==> src/rtl/cache_pkg.sv <==
// Shared types and geometry helpers for the direct-mapped cache controller.
package cache_pkg;

    localparam int CACHE_DW  = 128;
    localparam int CACHE_NUM = 8;
    localparam int CACHE_AW  = 32;

    function automatic int off_w(input int dw);
        return $clog2(dw / 8);
    endfunction

    function automatic int idx_w(input int num);
        return $clog2(num);
    endfunction

    function automatic int tag_w(input int aw, input int dw, input int num);
        return aw - off_w(dw) - idx_w(num);
    endfunction

    // Field widths for the default geometry.
    localparam int OFF_W = off_w(CACHE_DW);
    localparam int IDX_W = idx_w(CACHE_NUM);
    localparam int TAG_W = tag_w(CACHE_AW, CACHE_DW, CACHE_NUM);

    typedef enum logic [2:0] {
        IDLE      = 3'd0,
        LOOKUP    = 3'd1,
        WB        = 3'd2,
        FILL_REQ  = 3'd3,
        FILL_WAIT = 3'd4,
        RESP      = 3'd5
    } state_e;

endpackage

==> src/rtl/cache_tag_array.sv <==
// Tag, valid and dirty storage: combinational lookup, synchronous update.
module cache_tag_array
    import cache_pkg::*;
#(
    parameter int NUM = CACHE_NUM,
    parameter int TW  = TAG_W,
    localparam int IW = idx_w(NUM)
) (
    input  logic          clk,
    input  logic          rst,
    input  logic [IW-1:0] lkp_idx_i,
    output logic          lkp_valid_o,
    output logic          lkp_dirty_o,
    output logic [TW-1:0] lkp_tag_o,
    input  logic          upd_en_i,
    input  logic [IW-1:0] upd_idx_i,
    input  logic          upd_valid_i,
    input  logic          upd_dirty_i,
    input  logic [TW-1:0] upd_tag_i
);

    logic [NUM-1:0] valid_q;
    logic [NUM-1:0] dirty_q;
    logic [TW-1:0]  tag_q [NUM];

    // Reset invalidates every line; updates rewrite one entry in full.
    always_ff @(posedge clk) begin
        if (rst) begin
            valid_q <= '0;
            dirty_q <= '0;
            for (int i = 0; i < NUM; i++) begin
                tag_q[i] <= '0;
            end
        end else if (upd_en_i) begin
            valid_q[upd_idx_i] <= upd_valid_i;
            dirty_q[upd_idx_i] <= upd_dirty_i;
            tag_q[upd_idx_i]   <= upd_tag_i;
        end
    end

    assign lkp_valid_o = valid_q[lkp_idx_i];
    assign lkp_dirty_o = dirty_q[lkp_idx_i];
    assign lkp_tag_o   = tag_q[lkp_idx_i];

endmodule

==> src/rtl/cache_ctrl.sv <==
// Direct-mapped write-back, write-allocate cache controller with an
// external data array and a single outstanding CPU request.
module cache_ctrl
    import cache_pkg::*;
#(
    parameter int DW  = CACHE_DW,
    parameter int NUM = CACHE_NUM,
    parameter int AW  = CACHE_AW,
    localparam int OFF_BITS = off_w(DW),
    localparam int IDX_BITS = idx_w(NUM),
    localparam int TAG_BITS = tag_w(AW, DW, NUM),
    localparam int BE_W     = DW / 8
) (
    input  logic                clk,
    input  logic                rst,
    input  logic                req_valid_i,
    output logic                req_ready_o,
    input  logic                req_we_i,
    input  logic [AW-1:0]       req_addr_i,
    input  logic [31:0]         req_wdata_i,
    input  logic [3:0]          req_wstrb_i,
    output logic                resp_valid_o,
    output logic [31:0]         resp_rdata_o,
    output logic                mem_req_valid_o,
    input  logic                mem_req_ready_i,
    output logic                mem_req_we_o,
    output logic [AW-1:0]       mem_req_addr_o,
    output logic [DW-1:0]       mem_req_wdata_o,
    input  logic                mem_resp_valid_i,
    input  logic [DW-1:0]       mem_resp_rdata_i,
    output logic                da_read_en_o,
    output logic [IDX_BITS-1:0] da_read_addr_o,
    input  logic [DW-1:0]       da_read_data_i,
    output logic                da_write_en_o,
    output logic [BE_W-1:0]     da_write_byte_en_o,
    output logic [IDX_BITS-1:0] da_write_addr_o,
    output logic [DW-1:0]       da_write_data_o
);

    state_e        state_q, state_d;
    logic          we_q, we_d;
    logic [AW-1:0] addr_q, addr_d;
    logic [31:0]   wdata_q, wdata_d;
    logic [3:0]    wstrb_q, wstrb_d;
    logic [31:0]   resp_rdata_q, resp_rdata_d;

    logic [TAG_BITS-1:0] req_tag;
    logic [IDX_BITS-1:0] req_idx;
    logic [OFF_BITS-1:0] req_off;
    logic [OFF_BITS-1:0] word_sel;
    logic [31:0]         sel_word;
    logic [BE_W-1:0]     strb_line;
    logic [DW-1:0]       wdata_line;

    logic                tag_valid;
    logic                tag_dirty;
    logic [TAG_BITS-1:0] tag_rd;
    logic                hit;
    logic                upd_en;
    logic                upd_valid;
    logic                upd_dirty;

    assign req_tag    = addr_q[AW-1 -: TAG_BITS];
    assign req_idx    = addr_q[OFF_BITS +: IDX_BITS];
    assign req_off    = addr_q[OFF_BITS-1:0];
    assign word_sel   = req_off >> 2;
    assign sel_word   = da_read_data_i[{word_sel, 5'b00000} +: 32];
    assign strb_line  = BE_W'(wstrb_q) << {word_sel, 2'b00};
    assign wdata_line = {(DW / 32){wdata_q}};
    assign hit        = tag_valid && (tag_rd == req_tag);

    assign da_read_addr_o  = req_idx;
    assign da_write_addr_o = req_idx;
    assign resp_rdata_o    = resp_rdata_q;

    cache_tag_array #(
        .NUM (NUM),
        .TW  (TAG_BITS)
    ) u_tags (
        .clk         (clk),
        .rst         (rst),
        .lkp_idx_i   (req_idx),
        .lkp_valid_o (tag_valid),
        .lkp_dirty_o (tag_dirty),
        .lkp_tag_o   (tag_rd),
        .upd_en_i    (upd_en),
        .upd_idx_i   (req_idx),
        .upd_valid_i (upd_valid),
        .upd_dirty_i (upd_dirty),
        .upd_tag_i   (req_tag)
    );

    // State and latched request registers.
    always_ff @(posedge clk) begin
        if (rst) begin
            state_q      <= IDLE;
            we_q         <= 1'b0;
            addr_q       <= '0;
            wdata_q      <= '0;
            wstrb_q      <= '0;
            resp_rdata_q <= '0;
        end else begin
            state_q      <= state_d;
            we_q         <= we_d;
            addr_q       <= addr_d;
            wdata_q      <= wdata_d;
            wstrb_q      <= wstrb_d;
            resp_rdata_q <= resp_rdata_d;
        end
    end

    // Next-state and output decode; reset forces every strobe low so an
    // interrupted memory transaction is dropped in the same cycle.
    always_comb begin
        state_d            = state_q;
        we_d               = we_q;
        addr_d             = addr_q;
        wdata_d            = wdata_q;
        wstrb_d            = wstrb_q;
        resp_rdata_d       = resp_rdata_q;
        req_ready_o        = 1'b0;
        resp_valid_o       = 1'b0;
        mem_req_valid_o    = 1'b0;
        mem_req_we_o       = 1'b0;
        mem_req_addr_o     = '0;
        mem_req_wdata_o    = '0;
        da_read_en_o       = 1'b0;
        da_write_en_o      = 1'b0;
        da_write_byte_en_o = '0;
        da_write_data_o    = '0;
        upd_en             = 1'b0;
        upd_valid          = 1'b0;
        upd_dirty          = 1'b0;

        case (state_q)
            IDLE: begin
                req_ready_o = 1'b1;
                if (req_valid_i) begin
                    we_d    = req_we_i;
                    addr_d  = req_addr_i;
                    wdata_d = req_wdata_i;
                    wstrb_d = req_wstrb_i;
                    state_d = LOOKUP;
                end
            end
            LOOKUP: begin
                da_read_en_o = 1'b1;
                if (hit) begin
                    if (we_q) begin
                        da_write_en_o      = 1'b1;
                        da_write_byte_en_o = strb_line;
                        da_write_data_o    = wdata_line;
                        upd_en             = 1'b1;
                        upd_valid          = 1'b1;
                        upd_dirty          = 1'b1;
                        resp_rdata_d       = '0;
                    end else begin
                        resp_rdata_d = sel_word;
                    end
                    state_d = RESP;
                end else if (tag_valid && tag_dirty) begin
                    state_d = WB;
                end else begin
                    state_d = FILL_REQ;
                end
            end
            WB: begin
                // Read port stays enabled so the victim line is held stable.
                da_read_en_o    = 1'b1;
                mem_req_valid_o = 1'b1;
                mem_req_we_o    = 1'b1;
                mem_req_addr_o  = {tag_rd, req_idx, {OFF_BITS{1'b0}}};
                mem_req_wdata_o = da_read_data_i;
                if (mem_req_ready_i) begin
                    state_d = FILL_REQ;
                end
            end
            FILL_REQ: begin
                mem_req_valid_o = 1'b1;
                mem_req_addr_o  = {req_tag, req_idx, {OFF_BITS{1'b0}}};
                if (mem_req_ready_i) begin
                    state_d = FILL_WAIT;
                end
            end
            FILL_WAIT: begin
                if (mem_resp_valid_i) begin
                    da_write_en_o      = 1'b1;
                    da_write_byte_en_o = '1;
                    da_write_data_o    = mem_resp_rdata_i;
                    upd_en             = 1'b1;
                    upd_valid          = 1'b1;
                    upd_dirty          = 1'b0;
                    state_d            = LOOKUP;
                end
            end
            RESP: begin
                resp_valid_o = 1'b1;
                state_d      = IDLE;
            end
            default: begin
                state_d = IDLE;
            end
        endcase

        if (rst) begin
            req_ready_o     = 1'b0;
            resp_valid_o    = 1'b0;
            mem_req_valid_o = 1'b0;
            da_read_en_o    = 1'b0;
            da_write_en_o   = 1'b0;
            upd_en          = 1'b0;
        end
    end

endmodule

==> config.mk <==
export PLATFORM = sky130hd
export DESIGN_NAME = cache_ctrl
export DESIGN_NICKNAME = d
export VERILOG_FILES = /design/src/rtl/cache_pkg.sv /design/src/rtl/cache_tag_array.sv /design/src/rtl/cache_ctrl.sv
export SDC_FILE = /design/constraint.sdc
export NUM_CORES = 1
export LEC_CHECK = 0
export CAP_MARGIN = 20
export CORE_AREA = 2 2 267 269
export CTS_CLUSTER_DIAMETER = 150
export DETAILED_ROUTE_END_ITERATION = 12
export DIE_AREA = 0 0 269 271
export GPL_TIMING_DRIVEN = 0
export PLACE_DENSITY = 0.61
export SETUP_SLACK_MARGIN = 0.2
export SLEW_MARGIN = 20
export SYNTH_ARGS = -nofsm -noshare
export SYNTH_HDL_FRONTEND = slang
export SYNTH_SLANG_ARGS = --single-unit
==> constraint.sdc <==
create_clock -name clk -period 3.8 [get_ports clk]
set_input_delay 0.38 -clock clk [delete_from_list [all_inputs] [get_ports clk]]
set_output_delay 0.38 -clock clk [all_outputs]
set_load 0.01 [all_outputs]
==> flow_summary.yaml <==
run_status:
  status: "complete, but fails checks"
  violations: "setup timing"
clock_tree:
  cts_hold_buf: 0
  clockBufferDepth: 3
  clk_pin_slew_ns: 0.06
  cts_tree: "done"
  clock-sinks: 321
  clk_latency_ns: 0.55
  htreeDepth: 2
  cts_root_buf: "clkbuf_16"
  numCtsBuffers: 35
sta:
  post-route-period-util: 1.13
  rsz0062_at_grt: "yes"
  finClkSkew_ns: 0.0209
  fin_crit_ns: 4.29
  slew_headroom: 0.185
  setup_viol: 412
  worst_pin_slew_ns: 1.22
  drv_slew: 0
  hold_violations: 0
  setup_ws_ns: -0.490
  max_freq_mhz: 233
synthesis:
  synth_cell_types: 58
  yosys_most_used_dff: "edfxtp_1"
  ys_ff_latch: 321
  syn_area_um2: 19200
  synth-async-reset-ratio: 0
  ys_seq_area_frac: 0.439
  synth_edf_count: 200
  synthCells: 1973
  synth_area_per_cell_um2: 9.74
  ys_warn_count: 0
placement:
  dpl.hpwl_um: 98900
  place_ws_ns: -2.43
  port_buffers: 671
  place_congestion: 1.06
finish:
  final_cell_mix: "526 x clkdlybuf4s50_1, 424 x nand2_1, 200 x edfxtp_1"
  post-route-util: 0.430
  final_common_cell: "clkdlybuf4s50_1"
  final_nets: 3059
  nFillCells: 6761
  area_growth_pct: 56.2
  drive_above_1_share: 0.218
routing:
  routed_wl_um: 126000
  vias: 21700
  ant_nets: 0
  avgViaCountPerCell: 5.85
  drc_errors: 0
  drt-pass1-iter-count: 6
  wl_per_cell_um: 34.0
  first_iter_violations: 2809
setup_path:
  path_max_fanout: 10
  start_kind: "flip-flop"
  cp_slowest_stage_delay_ns: 0.42
  required_ns: 3.42
  regToRegSetupSlack_ns: -0.31
  r2r_end: "u_tags.tag_q[7][10]"
  crit_type: "reg -> out"
  cpMaxStageDelayCell: "dfxtp_4"
  path_cells: "buf_2, mux2_2, o22ai_1, or3_1, nand4_1, nor4_4, buf_4, nand4_4, buf_12, buf_12, buf_8, o31ai_1, buf_2"
  arrival_ns: 3.91
  rr_worst_depth: 12
  worstSetupEndpointType: "primary output"
die:
  die_width_um: 269
  ios: 678
  coreArea_um2: 69800
  die_area_um2: 72900
  fp-row-count: 97
  die_h_um: 271
  initial_core_util: 0.275
worst_hold_path:
  holdPathEnd: "addr_q[17]"
  hold_depth: 3
  hold_path_startpoint: "req_addr_i[17]"
  hold_class: "in -> reg"
power_and_ir_drop:
  p_leak_nw: 10.4
  power_density_nw_per_um2: 373
  peakVddDrop_uv: 284
global_route:
  grt_max_degree: 18
  grt_remaining_overflow: 0
  antenna_found_initial: 19
  grt_usage: 0.334
  grt_pass1_vias: 21400
  grt_pass1_wl_um: 171000
flow_run:
  cap_violations: 0
[metal layers]
layer  GRT usage  vias to the layer above  routed length [µm]
li1            -                     8975                   -
met1       0.423                    10700               47700
met2       0.527                     1693               57200
met3       0.124                      283               16600
met4      0.0984                       12                4600
met5     0.00203                        -                  75
[worst max-delay path, delay by kind of cell (launching register included)]
family,cells,cell delay (ns)
simple gates,4,0.78
compound gates,2,0.49
mux,1,0.39
flops,1,0.42
buf+inv,6,1.24
[flip-flops by register name, summed over array words and instances (netlist names), named ones only]
name / count
state_q: 3
wdata_q: 32
we_q: 1
u_tags.dirty_q: 8
wstrb_q: 4
u_tags.tag_q: 200
resp_rdata_o: 32
addr_q: 30
u_tags.valid_q: 8
[timing repair]
action                     in CTS  in global routing
cloned                          2                  0
setup endpoints to repair     675                723
pin swaps                      17                 13
setup buffers                  27                  8
resized for setup             777                207
[synthesized netlist by cell type (all sizes together) (18+ instances only)]
master / n / area [µm²]
a2111oi: 203 / 2290
a21oi: 77 / 385
and3: 130 / 813
buf: 65 / 372
clkbuf: 182 / 683
dfxtp: 121 / 2420
edfxtp: 200 / 6010
inv: 46 / 173
mux2: 35 / 394
mux2i: 53 / 531
mux4: 60 / 1350
nand2: 426 / 1600
nand3: 18 / 90.1
nor2: 23 / 86.3
o21ai: 168 / 841
o22ai: 22 / 138
[through the flow]
stage | area [µm²] | hold WS [ns] | std cells | power (W) | TNS, ns
3_3_place_gp | 27100 | 0.447 | 3587 | 0.00728 | -979.13
6_report | 30000 | 0.380 | 3709 | 0.0112 | -81.77
5_1_grt | 30000 | 0.389 | 3706 | 0.0114 | -107.16
3_5_place_dp | 27400 | 0.448 | 3595 | 0.00731 | -819.73
2_1_floorplan | 19200 | 0.436 | 1976 | 0.00544 | 0
4_1_cts | 29500 | 0.373 | 3688 | 0.0110 | -68.05
[final cells by class]
cell class / count / area (µm²) / share of cell area
diodes: 13 / 32.5 / 0.00108
plain buffers: 247 / 1450 / 0.0484
flip-flops and latches: 321 / 8440 / 0.281
clock buffers: 50 / 1020 / 0.0340
clock inverters: 14 / 143 / 0.00475
inverters: 46 / 173 / 0.00575
repair buffers: 716 / 6910 / 0.230
well taps: 940 / 1180 / 0.0392
multi-input cells: 1362 / 10700 / 0.356
[worst max path at each step]
stage                     slack, ns                     to  depth (start not counted)  startpoint
after floorplan                0.35  da_write_byte_en_o[4]                         13   flip-flop
after global placement        -2.44    da_write_data_o[26]                         14   flip-flop
after CTS                     -0.48  da_write_byte_en_o[3]                         13   flip-flop
final                         -0.49  da_write_byte_en_o[4]                         13   flip-flop
after global routing          -0.52  da_write_byte_en_o[6]                         15   flip-flop
after detailed placement      -2.43    da_write_data_o[26]                         14   flip-flop
[cell families after synthesis]
kind of cell	after synthesis	synth area share
and+or+nand+nor	679	0.163
buffers and inverters	293	0.0639
AOI/OAI and AO/OA	515	0.209
xor gates and xnor gates	16	0.00729
other	1	0.000195
DFF	321	0.439
muxes	148	0.118
[power by group]
group / internal, W / leakage, nW / switching (W)
clock: 0.00203 / 0.574 / 0.00154
sequential: 0.00384 / 3.05 / 0.000154
combinational: 0.00135 / 6.76 / 0.00229
No activity file was read; power rests on OpenSTA's default activity.
